<file path="src/rtl/lsu_pkg.sv">
// Shared encodings and helpers for the load/store unit.
package lsu_pkg;

    localparam logic [1:0] SZ_BYTE = 2'd0;
    localparam logic [1:0] SZ_HALF = 2'd1;
    localparam logic [1:0] SZ_WORD = 2'd2;

    typedef enum logic [2:0] {
        IDLE,
        SETUP,
        RD,
        MERGE,
        WR,
        RESP
    } lsu_state_t;

    // Reserved size 3 is reported as misaligned so it takes the error path.
    function automatic logic size_aligned(input logic [1:0] size, input logic [1:0] lane);
        case (size)
            SZ_BYTE: return 1'b1;
            SZ_HALF: return ~lane[0];
            SZ_WORD: return lane == 2'b00;
            default: return 1'b0;
        endcase
    endfunction

endpackage

</file>
<file path="src/rtl/load_store_unit_lane_align.sv">
// Little-endian lane extraction/extension for loads and lane merge for sub-word stores.
module lsu_lane_align
    import lsu_pkg::*;
(
    input  logic [31:0] word,
    input  logic [1:0]  lane,
    input  logic [1:0]  size,
    input  logic        is_unsigned,
    input  logic [31:0] wdata,
    output logic [31:0] load_data,
    output logic [31:0] store_word
);

    logic [7:0]  byte_v;
    logic [15:0] half_v;

    always_comb begin
        case (lane)
            2'd0:    byte_v = word[7:0];
            2'd1:    byte_v = word[15:8];
            2'd2:    byte_v = word[23:16];
            default: byte_v = word[31:24];
        endcase
        half_v = lane[1] ? word[31:16] : word[15:0];

        case (size)
            SZ_BYTE: load_data = {{24{~is_unsigned & byte_v[7]}}, byte_v};
            SZ_HALF: load_data = {{16{~is_unsigned & half_v[15]}}, half_v};
            default: load_data = word;
        endcase
    end

    always_comb begin
        store_word = word;
        case (size)
            SZ_BYTE: begin
                case (lane)
                    2'd0:    store_word[7:0]   = wdata[7:0];
                    2'd1:    store_word[15:8]  = wdata[7:0];
                    2'd2:    store_word[23:16] = wdata[7:0];
                    default: store_word[31:24] = wdata[7:0];
                endcase
            end
            SZ_HALF: begin
                if (lane[1]) store_word[31:16] = wdata[15:0];
                else         store_word[15:0]  = wdata[15:0];
            end
            default: store_word = wdata;
        endcase
    end

endmodule

</file>
<file path="src/rtl/load_store_unit.sv">
// Sequences load/store requests onto a word-addressed data memory; all outputs registered.
module load_store_unit
    import lsu_pkg::*;
#(
    parameter int unsigned MEM_WORDS = 10,
    parameter int unsigned RD_LAT    = 1
) (
    input  logic        clk,
    input  logic        reset,
    input  logic        req_valid,
    output logic        req_ready,
    input  logic        req_is_store,
    input  logic [1:0]  req_size,
    input  logic        req_unsigned,
    input  logic [31:0] req_addr,
    input  logic [31:0] req_wdata,
    output logic        resp_valid,
    output logic [31:0] resp_rdata,
    output logic        resp_err,
    output logic [31:0] Mem_address,
    output logic        Mem_read,
    output logic        Mem_write,
    output logic [31:0] Write_data,
    input  logic [31:0] Read_Data
);

    localparam int unsigned CW = (RD_LAT > 1) ? $clog2(RD_LAT) : 1;

    lsu_state_t state, next_state;

    logic          is_store_q, uns_q;
    logic [1:0]    size_q, lane_q;
    logic [31:0]   wdata_q, word_q;
    logic [CW-1:0] rd_cnt;
    logic          rd_done, accept, acc_err;
    logic [31:0]   align_word, load_data, store_word;

    logic          req_ready_d, resp_valid_d, resp_err_d, mem_read_d, mem_write_d;
    logic [31:0]   resp_rdata_d, mem_address_d, write_data_d;

    assign accept  = req_valid & req_ready;
    assign acc_err = ~size_aligned(req_size, req_addr[1:0])
                   | ({2'b00, req_addr[31:2]} >= 32'(MEM_WORDS));
    assign rd_done = (rd_cnt == CW'(RD_LAT - 1));

    // Loads extract straight from the bus on the last RD edge; merges use the captured word.
    assign align_word = (state == RD) ? Read_Data : word_q;

    lsu_lane_align u_align (
        .word        (align_word),
        .lane        (lane_q),
        .size        (size_q),
        .is_unsigned (uns_q),
        .wdata       (wdata_q),
        .load_data   (load_data),
        .store_word  (store_word)
    );

    always_ff @(posedge clk or negedge reset) begin
        if (!reset) state <= IDLE;
        else        state <= next_state;
    end

    always_comb begin
        next_state = state;
        case (state)
            IDLE:    if (accept) next_state = acc_err ? RESP : SETUP;
            SETUP:   next_state = (is_store_q && size_q == SZ_WORD) ? WR : RD;
            RD:      if (rd_done) next_state = is_store_q ? MERGE : RESP;
            MERGE:   next_state = WR;
            WR:      next_state = RESP;
            RESP:    next_state = IDLE;
            default: next_state = IDLE;
        endcase
    end

    // Outputs are decoded from next_state so the registered strobes line up with the state.
    always_comb begin
        req_ready_d   = (next_state == IDLE);
        resp_valid_d  = (next_state == RESP);
        resp_err_d    = (next_state == RESP) && (state == IDLE);
        mem_read_d    = (next_state == RD);
        mem_write_d   = (next_state == WR);
        mem_address_d = (accept && !acc_err) ? {2'b00, req_addr[31:2]} : Mem_address;
        resp_rdata_d  = resp_rdata;
        if (next_state == RESP) resp_rdata_d = (state == RD) ? load_data : '0;
        write_data_d  = Write_data;
        if (next_state == WR) write_data_d = (state == MERGE) ? store_word : wdata_q;
    end

    always_ff @(posedge clk or negedge reset) begin
        if (!reset) begin
            req_ready   <= 1'b0;
            resp_valid  <= 1'b0;
            resp_err    <= 1'b0;
            resp_rdata  <= '0;
            Mem_read    <= 1'b0;
            Mem_write   <= 1'b0;
            Mem_address <= '0;
            Write_data  <= '0;
            is_store_q  <= 1'b0;
            uns_q       <= 1'b0;
            size_q      <= SZ_BYTE;
            lane_q      <= '0;
            wdata_q     <= '0;
            word_q      <= '0;
            rd_cnt      <= '0;
        end else begin
            req_ready   <= req_ready_d;
            resp_valid  <= resp_valid_d;
            resp_err    <= resp_err_d;
            resp_rdata  <= resp_rdata_d;
            Mem_read    <= mem_read_d;
            Mem_write   <= mem_write_d;
            Mem_address <= mem_address_d;
            Write_data  <= write_data_d;
            if (accept) begin
                is_store_q <= req_is_store;
                uns_q      <= req_unsigned;
                size_q     <= req_size;
                lane_q     <= req_addr[1:0];
                wdata_q    <= req_wdata;
            end
            if (state == RD && rd_done) word_q <= Read_Data;
            rd_cnt <= (state == RD) ? rd_cnt + CW'(1) : '0;
        end
    end

endmodule

</file>
<file path="config.mk">
export PLATFORM = sky130hd
export DESIGN_NAME = load_store_unit
export DESIGN_NICKNAME = d
export VERILOG_FILES = /design/src/rtl/lsu_pkg.sv /design/src/rtl/load_store_unit_lane_align.sv /design/src/rtl/load_store_unit.sv
export SDC_FILE = /design/constraint.sdc
export NUM_CORES = 1
export LEC_CHECK = 0
export CORE_MARGIN = 4
export CORE_UTILIZATION = 45
export DETAILED_ROUTE_END_ITERATION = 16
export PLACE_DENSITY = 0.77
export SYNTH_ARGS = -nofsm -noshare
export SYNTH_HDL_FRONTEND = slang
export SYNTH_SLANG_ARGS = --single-unit
export TNS_END_PERCENT = 5
</file>
<file path="constraint.sdc">
create_clock -name clk -period 2.5 [get_ports clk]
set_input_delay 0.625 -clock clk [delete_from_list [all_inputs] [get_ports clk]]
set_output_delay 0.625 -clock clk [all_outputs]
set_load 0.01 [all_outputs]
</file>
Yosys cells after proc, flatten, opt, wreduce, memory -nomap -nowiden
Cells that the tools add are included.
- bits in latches: 0
- bits in registers: 173
- output and inout bits: 101
- memories kept: 0
- RAM bits: 0
- input port bits: 103
- memory bits (read-only): 0
- logic and storage cells: 72
- reductions and logical operators: 12
- bitwise gates (word level): 8
- order comparisons: 1
- multiplexer cells: 21
- multipliers: 0
- shift operators: 0
- equality and inequality tests: 13
- add/subtract/negate cells: 1
- div/mod/pow operators: 0
- operators by type and width (cell ; count):
    one-hot mux 32 bit (2 select lines) ; 2
    2-to-1 mux 32 bit ; 3
    2-to-1 mux 16 bit ; 3
    2-to-1 mux 8 bit ; 4
    >= comparator 30 x 4 -> 1 bit (second input constant) ; 1
    one-hot mux 8 bit (3 select lines) ; 1
    2-to-1 mux 3 bit ; 5
    one-hot mux 3 bit (5 select lines) ; 1
    equality test 3 x 2 -> 1 bit (second input constant) ; 3
    equality test 3 bit (second input constant) ; 3
    zero test 2 bit ; 4
    equality test 2 x 1 -> 1 bit (second input constant) ; 3
    equality test 2 bit (second input constant) ; 3
    zero test 3 bit ; 2
    logical AND 1 bit ; 4
    NOT 1 bit ; 4
    bitwise AND 1 bit ; 3
    equality test 3 x 1 -> 1 bit (second input constant) ; 1
    one-hot mux 1 bit (3 select lines) ; 1
    OR reduction 3 bit ; 1
    adder 1 bit (second input constant) ; 1
    zero test 1 bit ; 1
    2-to-1 mux 1 bit ; 1
    bitwise OR 1 bit ; 1

Depth between registers and ports, before layout
- depth in word-level cells: 9
- depth in mapped cells: 10
- mapped depth without buffers: 7

Hierarchy
From an unflattened synthesis, not the netlist that was laid out.
- cell total of the unflattened synthesis: 894
- area, all modules: 9365.2 um^2
- by module, submodules not included (module ; area each (um^2) ; times used ; sequential area each (um^2) ; cells each):
    load_store_unit ; 7437.1 ; 1 ; 4329.2 ; 643
    lsu_lane_align ; 1928.1 ; 1 ; 0.0 ; 251

Least setup slack after synthesis
OpenSTA, ideal clock, no wires.
- kind: input to register
- start point: input port req_addr[12]
- end point: register resp_rdata[10]
- setup time: 125 ps
- slack: -345 ps
- buffers on the path: 2
- data required time: 2375 ps
- arrival time: 2720 ps
- stages: 8
- cell sequence: or4_1 or4_4 nor4_4 o22a_1 buf_6 inv_4 buf_6 mux2_4
- word-level cells in the longest chain between the ends: 6
- RTL lines (what ; RTL line ; RTL):
    start: declaration ; load_store_unit.sv:15 ; input logic [31:0] req_addr,
    >= comparator 30 x 4 -> 1 bit ; load_store_unit.sv:43 ; | ({2'b00, req_addr[31:2]} >= 32'(MEM_WORDS));
    bitwise OR 1 bit ; load_store_unit.sv:43 ;
    2-to-1 mux 3 bit (2 in a row) ; load_store_unit.sv:67 ; IDLE: if (accept) next_state = acc_err ? RESP : SETUP;
    one-hot mux 3 bit (5 select lines) ; load_store_unit.sv:66 ; case (state)
    equality test 3 bit ; -- ;
    via resp_valid_d ; load_store_unit.sv:38 ; logic req_ready_d, resp_valid_d, resp_err_d, mem_read_d, mem_write_d;
    end signal: assignment ; load_store_unit.sv:112 ; resp_rdata <= resp_rdata_d;
    end: declaration ; load_store_unit.sv:18 ; output logic [31:0] resp_rdata,
The timed path passes the listed nets, and every way through them passes these cells.
A chain may end at the register's enable or synchronous reset.

Worst setup path after layout
- start point: input port req_valid
- end point: register resp_rdata[0]
- word-level cells in the longest chain between the ends: 4
- RTL lines (what ; RTL line ; RTL):
    start: declaration ; load_store_unit.sv:10 ; input logic req_valid,
    bitwise AND 1 bit ; load_store_unit.sv:41 ; assign accept = req_valid & req_ready;
    2-to-1 mux 3 bit ; load_store_unit.sv:67 ;
    one-hot mux 3 bit (5 select lines) ; load_store_unit.sv:66 ;
    equality test 3 bit ; load_store_unit.sv:86 ; if (next_state == RESP) resp_rdata_d = (state == RD) ? load_data : '0;
No other way between the ends.

==> results_dict.tcl <==
set metrics [dict create \
    critical_path.max_stage_delay_ps 490 \
    setup_viol_count_final 0 \
    ys_warn_count 0 \
    dieWidth_um 143.4 \
    fillers 1454 \
    startpoint_type "input port" \
    rsz0062_at_grt "false" \
    vias 7037 \
    worst_path_dominant_cell_family "buffers and inverters" \
    avgSynthCellArea_sq_um 11.03 \
    p_total_mw 14.17 \
    area.growth.synth_to_final_pct 39.27 \
    gp_congestion 0.8960 \
    synth_cells 748 \
    slew_headroom_pct 54.22 \
    fin_ws_ps 109.0 \
    die_area_sq_um 20570 \
    finalNonFillerCells 1213 \
    cap_violations 0 \
    drive_gt1_share_pct 20.83 \
    internal_power_mw 8.682 \
    viasPerCell 5.801 \
    path_max_fanout 9 \
    power.density_nw_per_um2 1233 \
    cts_tree "built" \
    status "complete, no violations" \
    slew_viol_final 0 \
    io_pins 204 \
    ys_dominant_reg_cell "dfrtp_1" \
    ctsRootBufferMaster "clkbuf_16" \
    grt_pass1_vias 6985 \
    htree_levels 4 \
    grt_antenna_before_repair 0 \
    crit_buf_inv 4 \
    grt_max_degree 61 \
    critical_path_depth 8 \
    reg2reg_depth 5 \
    clock_latency_ps 430 \
    n_antenna_cell 0 \
    wl_per_cell_um 20.60 \
    drtPass1Iterations 5 \
    ir_drop_uv 574.8 \
    cp_slowest_cell "clkdlybuf4s50_1" \
    postRouteAntennaNets 0 \
    portBuffers 201 \
    clk_pin_slew_ps 70 \
    final.period_utilization_pct 95.64 \
    clock_skew_ps 9.795 \
    ys_seq_elements 173 \
    power_frac_seq_pct 34.3 \
    cp_cell_sequence "clkdlybuf4s50_1 -> nand2_2 -> buf_4 -> or4_1 -> o22a_2 -> inv_8 -> buf_6 -> mux2_2" \
    hold_viol_final 0 \
    power.share.combinational_pct 47.5 \
    initial_core_util_pct 45.79 \
    dp_cells 1176 \
    path_class "in2reg" \
    grt_overflow_total 0 \
    rows 49 \
    die_y_um 143.4 \
    numCtsBuffers 17 \
    clock_path_buffers 2 \
    netlist-cell-type-count 55 \
    clockPowerShare_pct 18.2 \
    p_sw_share_pct 38.73 \
    drt_iter0_drc 649 \
    place_ws_ps -608.7 \
    crit_path_end_kind "flop" \
    p_leak_nw 5.052 \
    hp-class "in2async" \
    clock-sinks 173 \
    drc 0 \
    min_period_ps 2391 \
    routed_wirelength_um 24990 \
    nets 1074 \
    yosysSeqAreaShare_pct 52.46 \
    synthesis.area_sq_um 8253 \
    place_hpwl_um 18250 \
    cts_hold_buffers 0 \
    fin_area_sq_um 11490 \
    fmax_ghz 0.4182 \
    synth_edf_count 0 \
    worstMarginPinSlew_ps 686.8 \
    grt_usage_pct 24.35 \
    grt_pass1_wl_um 38650 \
    dpl-instance-area_sq_um 10820 \
    netSwitchingPower_mw 5.487 \
    fp.coreArea_sq_um 18020 \
    synthArstFlopShare_pct 100.0 \
    cp_data_required_time_ps 2810 \
    arrival_ps 2700 \
]
## through the flow
step	setup TNS, ps	util (%)	hold WS, ps
after floorplan	-2433	-	329.4
after global placement	-27160	60.02	473.7
after detailed placement	-31100	60.02	480.2
after CTS	-1441	63.75	175.5
after global routing	0	63.77	191.4
final	0	63.77	165.4
## cells in the final DEF (no fill, tap or decap), types with 8 or more instances in the layout
cell / count
a21oi_1: 41
a32o_1: 15
buf_12: 9
buf_4: 47
clkbuf_16: 17
clkdlybuf4s50_1: 196
dfrtp_1: 173
mux2_2: 82
mux2_4: 13
mux2i_1: 28
nand2_1: 80
nand2b_1: 10
nand3_1: 18
nor2_1: 44
nor2b_1: 28
o21a_1: 8
o21ai_0: 30
o22ai_1: 12
o32ai_1: 8
## power by group through the flow
| stage | clock network [mW] | logic (mW) | registers, mW |
|---|---|---|---|
| final | 2.58 | 6.73 | 4.86 |
| after detailed placement | 0 | 6.49 | 4.87 |
| after floorplan | 0 | 3.75 | 4.76 |
| after global placement | 0 | 6.31 | 4.83 |
| after CTS | 2.62 | 6.71 | 4.83 |
| after global routing | 2.75 | 7.24 | 4.96 |
## path summary, 6_finish.rpt
| path | start | endpoint | slack (ps) |
|---|---|---|---|
| max | req_valid | resp_rdata[0] | 110 |
| min | reset | Write_data[23] | 170 |
| max reg2reg | lane_q[1] | resp_rdata[3] | 140 |
| min reg2reg | resp_rdata[18] | resp_rdata[18] | 490 |
| max in group asynchronous | reset | Mem_address[7] | 1660 |
| min in group clk | resp_rdata[18] | resp_rdata[18] | 490 |
## routing by layer
metal / track usage [%] / part of all wire (%) / up-vias
li1: - / - / 3162
met1: 32.74 / 41 / 3435
met2: 38.00 / 47 / 390
met3: 7.554 / 9.6 / 50
met4: 7.780 / 2.7 / 0
met5: 0 / 0 / -
## cell families (layout without fill, tap and decap cells)
logic type	count (synthesis)	in the layout	synth area share [%]
compound gates	161	161	13.43
buf+inv	65	300	3.350
flops	173	173	52.46
mux	126	126	17.59
other cells	1	2	0.04544
simple gates	222	222	13.13
## Yosys cell counts, drive strengths merged (8+ instances only)
master | count | area (sq um)
nand2b | 10 | 62.56
nor2 | 45 | 168.9
buf | 18 | 97.59
mux2 | 95 | 1104
o22ai | 12 | 75.07
o21a | 8 | 60.06
nand2 | 81 | 304.0
dfrtp | 173 | 4329
a21oi | 41 | 205.2
o32ai | 8 | 70.07
nand3 | 18 | 90.09
mux2i | 28 | 280.3
inv | 8 | 32.53
o21ai | 30 | 150.1
a32o | 15 | 150.1
nor2b | 28 | 175.2
clkbuf | 38 | 142.6
nor4 | 8 | 65.06
## worst reg2reg max path: stages, from the launching register on
cell and delay (ps):
dfrtp_1 610, clkinv_1 400, a21oi_1 660, o221ai_1 210, a21oi_1 230, mux2_2 190
## repair_timing
item | 4_1_cts | 5_1_grt
setup endpoints to repair | 37 | 37
buffers inserted | 4 | 0
gates cloned | 1 | 0
pin swaps | 4 | 3
gates resized for setup | 25 | 1
endpoints found under the hold margin | 0 | 0
## registers in the layout (all words and copies together) (netlist names), 2 cells and up
signal	count
Write_data	32
Mem_address	30
size_q	2
word_q	32
wdata_q	32
state	3
lane_q	2
resp_rdata	32
## cell type report
| type | count | area (sq um) | area share (%) |
|---|---|---|---|
| clock inverters | 15 | 148.9 | 1.295 |
| repair buffers | 259 | 2576 | 22.41 |
| well taps | 229 | 286.5 | 2.493 |
| clock buffers | 17 | 425.4 | 3.701 |
| flip-flops and latches | 173 | 4329 | 37.67 |
| multi-input cells | 511 | 3686 | 32.07 |
| inverters | 9 | 41.29 | 0.3592 |
Power figures use the tool's default switching activity.
